--- src/rtl/bus_rr_arbiter_pkg.sv ---
// Shared definitions for the round-robin bus arbiter: FSM state encoding,
// source index / select constants and the round-robin search helper.
package bus_rr_arbiter_pkg;

   typedef enum logic {
      ST_IDLE = 1'b0,
      ST_BUSY = 1'b1
   } arb_state_e;

   localparam int unsigned SRC_A = 0;
   localparam int unsigned SRC_B = 1;
   localparam int unsigned SRC_C = 2;
   localparam int unsigned SRC_D = 3;

   localparam logic [1:0] SEL_A = 2'b00;
   localparam logic [1:0] SEL_B = 2'b01;
   localparam logic [1:0] SEL_C = 2'b10;
   localparam logic [1:0] SEL_D = 2'b11;

   // Returns {found, index}. The search starts at last+1 and wraps, so the
   // nearest requester after 'last' wins; 'last' itself is checked last.
   function automatic logic [2:0] rr_pick(input logic [3:0] req,
                                          input logic [1:0] last);
      logic [2:0] res;
      logic [1:0] idx;
      res = '0;
      // Walk from farthest to nearest so the nearest hit overwrites.
      for (int unsigned k = 4; k >= 1; k--) begin
         idx = last + 2'(k);
         if (req[idx]) res = {1'b1, idx};
      end
      return res;
   endfunction

   function automatic logic [3:0] idx_onehot(input logic [1:0] idx);
      return 4'b0001 << idx;
   endfunction

endpackage

--- src/rtl/bus_rr_arbiter_if.sv ---
// Bus interface between the four sources and the arbiter.
//   req        : per-source request (bit0=A .. bit3=D)
//   a,b,c,d    : source data
//   grant      : one-hot registered grant
//   sel        : registered mux select (A=00 .. D=11)
//   bus_valid  : an owner holds the bus
//   bus        : selected source data, zero when bus_valid=0
// master = source side, slave = arbiter side.
interface bus_rr_arbiter_if #(
   parameter int unsigned WIDTH = 4
);
   logic [3:0]       req;
   logic [WIDTH-1:0] a;
   logic [WIDTH-1:0] b;
   logic [WIDTH-1:0] c;
   logic [WIDTH-1:0] d;
   logic [3:0]       grant;
   logic [1:0]       sel;
   logic             bus_valid;
   logic [WIDTH-1:0] bus;

   modport master (
      output req, a, b, c, d,
      input  grant, sel, bus_valid, bus
   );

   modport slave (
      input  req, a, b, c, d,
      output grant, sel, bus_valid, bus
   );
endinterface

--- src/rtl/bus_rr_arbiter_mux_slice.sv ---
// One bit of the bus datapath: gate-level 4:1 mux gated by an enable.
//   d0_i..d3_i : candidate bits (A..D)
//   sel_i      : select {x,y}
//   en_i       : output forced low when 0
//   y_o        : selected bit
module bus_mux_slice (
   input  logic       d0_i,
   input  logic       d1_i,
   input  logic       d2_i,
   input  logic       d3_i,
   input  logic [1:0] sel_i,
   input  logic       en_i,
   output logic       y_o
);
   logic s1_n, s0_n;
   logic t0, t1, t2, t3;

   assign s1_n = ~sel_i[1];
   assign s0_n = ~sel_i[0];
   assign t0   = s1_n     & s0_n     & d0_i;
   assign t1   = s1_n     & sel_i[0] & d1_i;
   assign t2   = sel_i[1] & s0_n     & d2_i;
   assign t3   = sel_i[1] & sel_i[0] & d3_i;
   assign y_o  = en_i & (t0 | t1 | t2 | t3);
endmodule

--- src/rtl/bus_rr_arbiter.sv ---
// Round-robin arbiter sharing the transfer bus between sources A..D with a
// bounded tenure per owner.
//   clk    : rising-edge clock
//   rst_n  : synchronous active-low reset
//   arb    : slave side of bus_rr_arbiter_if (req/data in, grant/sel/
//            bus_valid/bus out)
module bus_rr_arbiter
   import bus_rr_arbiter_pkg::*;
#(
   parameter int unsigned WIDTH    = 4,
   parameter int unsigned MAX_HOLD = 8
) (
   input  logic                  clk,
   input  logic                  rst_n,
   bus_rr_arbiter_if.slave       arb
);

   localparam logic [7:0] HOLD_LIM = 8'(MAX_HOLD - 1);

   arb_state_e       state_q;
   logic [3:0]       grant_q;
   logic [1:0]       sel_q;
   logic             valid_q;
   logic [7:0]       hold_cnt_q;
   logic [1:0]       last_q;

   logic [3:0]       cand_d;
   logic [2:0]       pick_d;
   logic             win_vld_d;
   logic [1:0]       win_idx_d;
   logic             owner_req_d;
   logic [WIDTH-1:0] bus_d;

   // While busy the owner is excluded so a handoff always goes elsewhere;
   // last_q is the current owner, so the search order starts after it.
   always_comb begin
      cand_d = arb.req;
      if (state_q == ST_BUSY) cand_d = arb.req & ~idx_onehot(last_q);
   end

   assign pick_d      = rr_pick(cand_d, last_q);
   assign win_vld_d   = pick_d[2];
   assign win_idx_d   = pick_d[1:0];
   assign owner_req_d = arb.req[last_q];

   always_ff @(posedge clk) begin
      if (!rst_n) begin
         state_q    <= ST_IDLE;
         grant_q    <= '0;
         sel_q      <= SEL_A;
         valid_q    <= 1'b0;
         hold_cnt_q <= '0;
         last_q     <= SEL_D;
      end else begin
         case (state_q)
            ST_IDLE: begin
               if (win_vld_d) begin
                  state_q    <= ST_BUSY;
                  grant_q    <= idx_onehot(win_idx_d);
                  sel_q      <= win_idx_d;
                  valid_q    <= 1'b1;
                  hold_cnt_q <= '0;
                  last_q     <= win_idx_d;
               end
            end
            ST_BUSY: begin
               if (!owner_req_d) begin
                  if (win_vld_d) begin
                     grant_q    <= idx_onehot(win_idx_d);
                     sel_q      <= win_idx_d;
                     hold_cnt_q <= '0;
                     last_q     <= win_idx_d;
                  end else begin
                     state_q    <= ST_IDLE;
                     grant_q    <= '0;
                     valid_q    <= 1'b0;
                     hold_cnt_q <= '0;
                  end
               end else if (win_vld_d) begin
                  if (hold_cnt_q >= HOLD_LIM) begin
                     grant_q    <= idx_onehot(win_idx_d);
                     sel_q      <= win_idx_d;
                     hold_cnt_q <= '0;
                     last_q     <= win_idx_d;
                  end else begin
                     hold_cnt_q <= hold_cnt_q + 8'd1;
                  end
               end else if (hold_cnt_q < HOLD_LIM) begin
                  // Saturating so a late arrival can take over immediately.
                  hold_cnt_q <= hold_cnt_q + 8'd1;
               end
            end
            default: state_q <= ST_IDLE;
         endcase
      end
   end

   for (genvar i = 0; i < WIDTH; i++) begin : g_mux
      bus_mux_slice u_slice (
         .d0_i  (arb.a[i]),
         .d1_i  (arb.b[i]),
         .d2_i  (arb.c[i]),
         .d3_i  (arb.d[i]),
         .sel_i (sel_q),
         .en_i  (valid_q),
         .y_o   (bus_d[i])
      );
   end

   assign arb.grant     = grant_q;
   assign arb.sel       = sel_q;
   assign arb.bus_valid = valid_q;
   assign arb.bus       = bus_d;

   a_grant_onehot0 : assert property (@(posedge clk) disable iff (!rst_n)
      $onehot0(grant_q));
   a_grant_valid : assert property (@(posedge clk) disable iff (!rst_n)
      ((grant_q != 4'b0000) == valid_q));
   a_sel_matches : assert property (@(posedge clk) disable iff (!rst_n)
      (valid_q |-> grant_q[sel_q]));

endmodule
--- src/flat_wrapper.sv ---
// flat-port wrapper written by rule: the top's interface ports become plain ports
module bus_rr_arbiter_flat import bus_rr_arbiter_pkg::*;
#(
   parameter int unsigned WIDTH    = 4,
   parameter int unsigned MAX_HOLD = 8
)
  (clk, rst_n, arb_req, arb_a, arb_b, arb_c, arb_d, arb_grant, arb_sel, arb_bus_valid, arb_bus);
  bus_rr_arbiter_if #(.WIDTH(WIDTH)) arb_i ();
  input  logic clk;
  input  logic rst_n;
  input wire logic [$bits(arb_i.req)-1:0] arb_req;
  input wire logic [$bits(arb_i.a)-1:0] arb_a;
  input wire logic [$bits(arb_i.b)-1:0] arb_b;
  input wire logic [$bits(arb_i.c)-1:0] arb_c;
  input wire logic [$bits(arb_i.d)-1:0] arb_d;
  output wire logic [$bits(arb_i.grant)-1:0] arb_grant;
  output wire logic [$bits(arb_i.sel)-1:0] arb_sel;
  output wire logic [$bits(arb_i.bus_valid)-1:0] arb_bus_valid;
  output wire logic [$bits(arb_i.bus)-1:0] arb_bus;
  assign arb_i.req = arb_req;
  assign arb_i.a = arb_a;
  assign arb_i.b = arb_b;
  assign arb_i.c = arb_c;
  assign arb_i.d = arb_d;
  assign arb_grant = arb_i.grant;
  assign arb_sel = arb_i.sel;
  assign arb_bus_valid = arb_i.bus_valid;
  assign arb_bus = arb_i.bus;
  bus_rr_arbiter #(.WIDTH(WIDTH), .MAX_HOLD(MAX_HOLD)) u_core (.clk(clk), .rst_n(rst_n), .arb(arb_i));
endmodule
--- config.mk ---
export PLATFORM = sky130hd
export DESIGN_NAME = bus_rr_arbiter_flat
export DESIGN_NICKNAME = d
export VERILOG_FILES = /design/src/rtl/bus_rr_arbiter_pkg.sv /design/src/rtl/bus_rr_arbiter_if.sv /design/src/rtl/bus_rr_arbiter_mux_slice.sv /design/src/rtl/bus_rr_arbiter.sv /design/src/flat_wrapper.sv
export SDC_FILE = /design/constraint.sdc
export NUM_CORES = 1
export LEC_CHECK = 0
export ABC_CLOCK_PERIOD_IN_PS = 3190
export BUFFER_PORTS_ARGS = -buffer_cell sky130_fd_sc_hd__buf_2
export CAP_MARGIN = 25
export CORE_MARGIN = 2
export CORE_UTILIZATION = 35
export CTS_CLUSTER_DIAMETER = 100
export DETAILED_ROUTE_END_ITERATION = 12
export GPL_TIMING_DRIVEN = 0
export PLACE_DENSITY = 0.59
export SLEW_MARGIN = 20
export SYNTH_ARGS = -nofsm -noshare
export SYNTH_HDL_FRONTEND = slang
export SYNTH_SLANG_ARGS = --single-unit
--- constraint.sdc ---
create_clock -name clk -period 3.19 [get_ports clk]
set_clock_uncertainty 0.05 [all_clocks]
set_input_delay 0.957 -clock clk [delete_from_list [all_inputs] [get_ports clk]]
set_output_delay 0.957 -clock clk [all_outputs]
set_load 0.05 [all_outputs]
==> metrics <==
status finished clean; Final Instance Area 0.00149 mm²; DRT iter0 DRCs 35; vias in the first global route 1063; grt total ovfl 0; Leakage Power 0.000673 µW; Async S/R FF share, synth 0; Peak VDD IR 0.272 mV; clk slew on worst S/H paths 0.10 ns; placed cell area 0.00145 mm²; Worst-Skew Late Latency 0.29 ns; Starting Density 0.369; Area growth syn-to-layout 20.1%; Post-CTS Hold Buffers 0; Core Area 0.00336 mm²; CP Class input port to primary output; Routed Wire Length 2.75 mm; cell taking the most area after synthesis dfxtp_1; Clock Tree Root clkbuf_4; Max Slew Vio Count 0; Final Setup Violations 0; worst rel slew slack 0.644; Hold Violations, Final 0; top cells by area, synth dfxtp_1, mux4_2, ha_1, nor2_1, and2_1; top_reg_cell synth dfxtp_1; f_max 334 MHz; Net Count, Synth 156; end point of the worst hold path u_core.arb.grant[2]; min-delay src u_core.arb.grant[2]; CTS H-tree depth 1; Flop pwr share 0.271; total power per unit cell area 743 mW/mm²; Synth cell types 49; Synth Area per Inst 9.62 µm²; Switch Pwr 508 µW; Via-to-Cell Ratio 5.32; Power Internal 599 µW; DP Wirelength 2.19 mm; post-CTS sizing 0; post-synth top area share 0.290; Wirelength per Cell 13.1 µm; clk sink count 18; Worst Path Arrival 1.99 ns; CP required 2.18 ns; Min Clock Period, post-route 3.00 ns; Net count, final 192; DR DRC count 0; TritonCTS Buffers 3; hold path depth 1; Worst Hold Class flip-flop to flip-flop; GP Congestion 0.872; clock power share 0.128; r2r endpoint u_core.arb.grant[3]; first-pass detailed-route iteration total 4; IO Pins 33; Reg2Reg Depth 8; Final ANT Viol Nets 0; Worst setup SP type input port; switching portion of total power 0.459; I/O Buffers 31; commonest non-fill, non-tap cells in the layout buf_2, dfxtp_1, nor2_1, and2_1; number of flops mapped to enable cells by yosys 0; Tcrit/Tclk final 0.939; CTS tree yes; die width 63.6 µm; Die H 63.6 µm; total of warnings raised by yosys 0; worst r2r src u_core.last_q[1]; die area 0.00404 mm²; CP endpoint kind primary output; vias 1118; share of cells above drive strength 1 0.378; Synth Cell Area 0.00124 mm²; post-CTS setup buffers 0; maxcap violations 0; first-pass GRT wire length 4.81 mm; RSZ-0062 raised after global routing no; Seq cells post-synth 18; setup tns final 0 ns; buffer depth of the longest clock path 2; Comb power frac 0.601; antenna violations before repair 0; all-layer global routing usage 0.147; num rows 21; R2R Setup Slk 0.78 ns; commonest non-fill, non-tap cell in the layout buf_2; register area share after synthesis 0.290; worst-margin pin slew 0.534 ns; largest net degree at the start of global routing 11; CP Max Fanout 1; Syn Inst Count 129; n_diodes 0
[cell families after synthesis]
kind of cell               synth area share
AOI/OAI and AO/OA                     0.293
xor gates and xnor gates            0.00706
adders and majority gates            0.0504
buffers and inverters                0.0746
DFF                                   0.290
muxes                                 0.116
and+or+nand+nor                       0.168
[metal layers]
| layer | part of all wire | track usage |
|---|---|---|
| met5 | 0 | 0 |
| met3 | 0.034 | 0.0143 |
| met2 | 0.49 | 0.251 |
| met4 | 0.016 | 0.0571 |
| met1 | 0.46 | 0.190 |
[power by group through the flow]
stage	clock [µW]	combinational, µW	sequential (µW)
after floorplan	0	435	402
after global placement	0	657	304
after detailed placement	0	663	306
after CTS	144	667	302
after global routing	156	720	309
final	141	665	300
[registers in the layout, summed over array words and instances, names as in the netlist]
name,cells
u_core.arb.grant,4
u_core.hold_cnt_q,8
u_core.last_q,2
u_core.arb.sel,2
u_core.arb.bus_valid,1
u_core.state_q,1
[final cells by class]
cell class	count	area, µm²
Clock buffer	4	36.3
Sequential cell	18	360
Tap cell	46	57.6
Inverter	6	22.5
Multi-Input combinational cell	95	788
Buffer	10	70.1
Timing Repair Buffer	31	155
Fill cell	355	1870
[synthesized netlist by cell type, types with 2 or more instances]
| master | n |
|---|---|
| buf_6 | 2 |
| o221a_2 | 2 |
| ha_1 | 5 |
| nand3_1 | 2 |
| or2_2 | 2 |
| o22ai_1 | 3 |
| dfxtp_1 | 18 |
| a21oi_1 | 5 |
| nand4_1 | 2 |
| buf_2 | 2 |
| and4_1 | 2 |
| mux4_2 | 5 |
| o31ai_1 | 2 |
| mux2i_1 | 2 |
| buf_4 | 4 |
| a41oi_1 | 2 |
| o21ai_0 | 2 |
| o221ai_1 | 2 |
| nor2_1 | 13 |
| nand2_1 | 6 |
| a21bo_2 | 4 |
| inv_1 | 6 |
| a21boi_0 | 2 |
| a32o_1 | 2 |
| nand2b_1 | 2 |
| and2_1 | 7 |
[critical path, stage by stage]
cell	delay, ns
buf_2	0.10
mux4_2	0.45
and2_1	0.17
buf_4	0.12
buf_2	0.20
[stage by stage]
step,utilization,hold WS (ns),instances,power (µW),setup slack (ns)
2_1_floorplan,-,0.381,129,837,0.395
3_3_place_gp,0.432,0.397,206,961,0.195
3_5_place_dp,0.432,0.417,206,970,0.188
4_1_cts,0.443,0.446,210,1110,0.187
5_1_grt,0.443,0.460,210,1190,0.126
6_report,0.443,0.438,210,1110,0.193
[worst max-delay path by stage]
stage	startpoint	cells after the start	slack, ns	endpoint
6_report	arb_d[0]	5	0.19	arb_bus[0]
5_1_grt	u_core.arb.sel[0]	5	0.13	arb_bus[2]
4_1_cts	arb_d[0]	5	0.19	arb_bus[0]
3_5_place_dp	arb_d[0]	5	0.19	arb_bus[0]
3_3_place_gp	arb_d[2]	5	0.20	arb_bus[2]
2_1_floorplan	u_core.arb.sel[0]	4	0.40	arb_bus[0]
(Power assumes the default switching activity.)
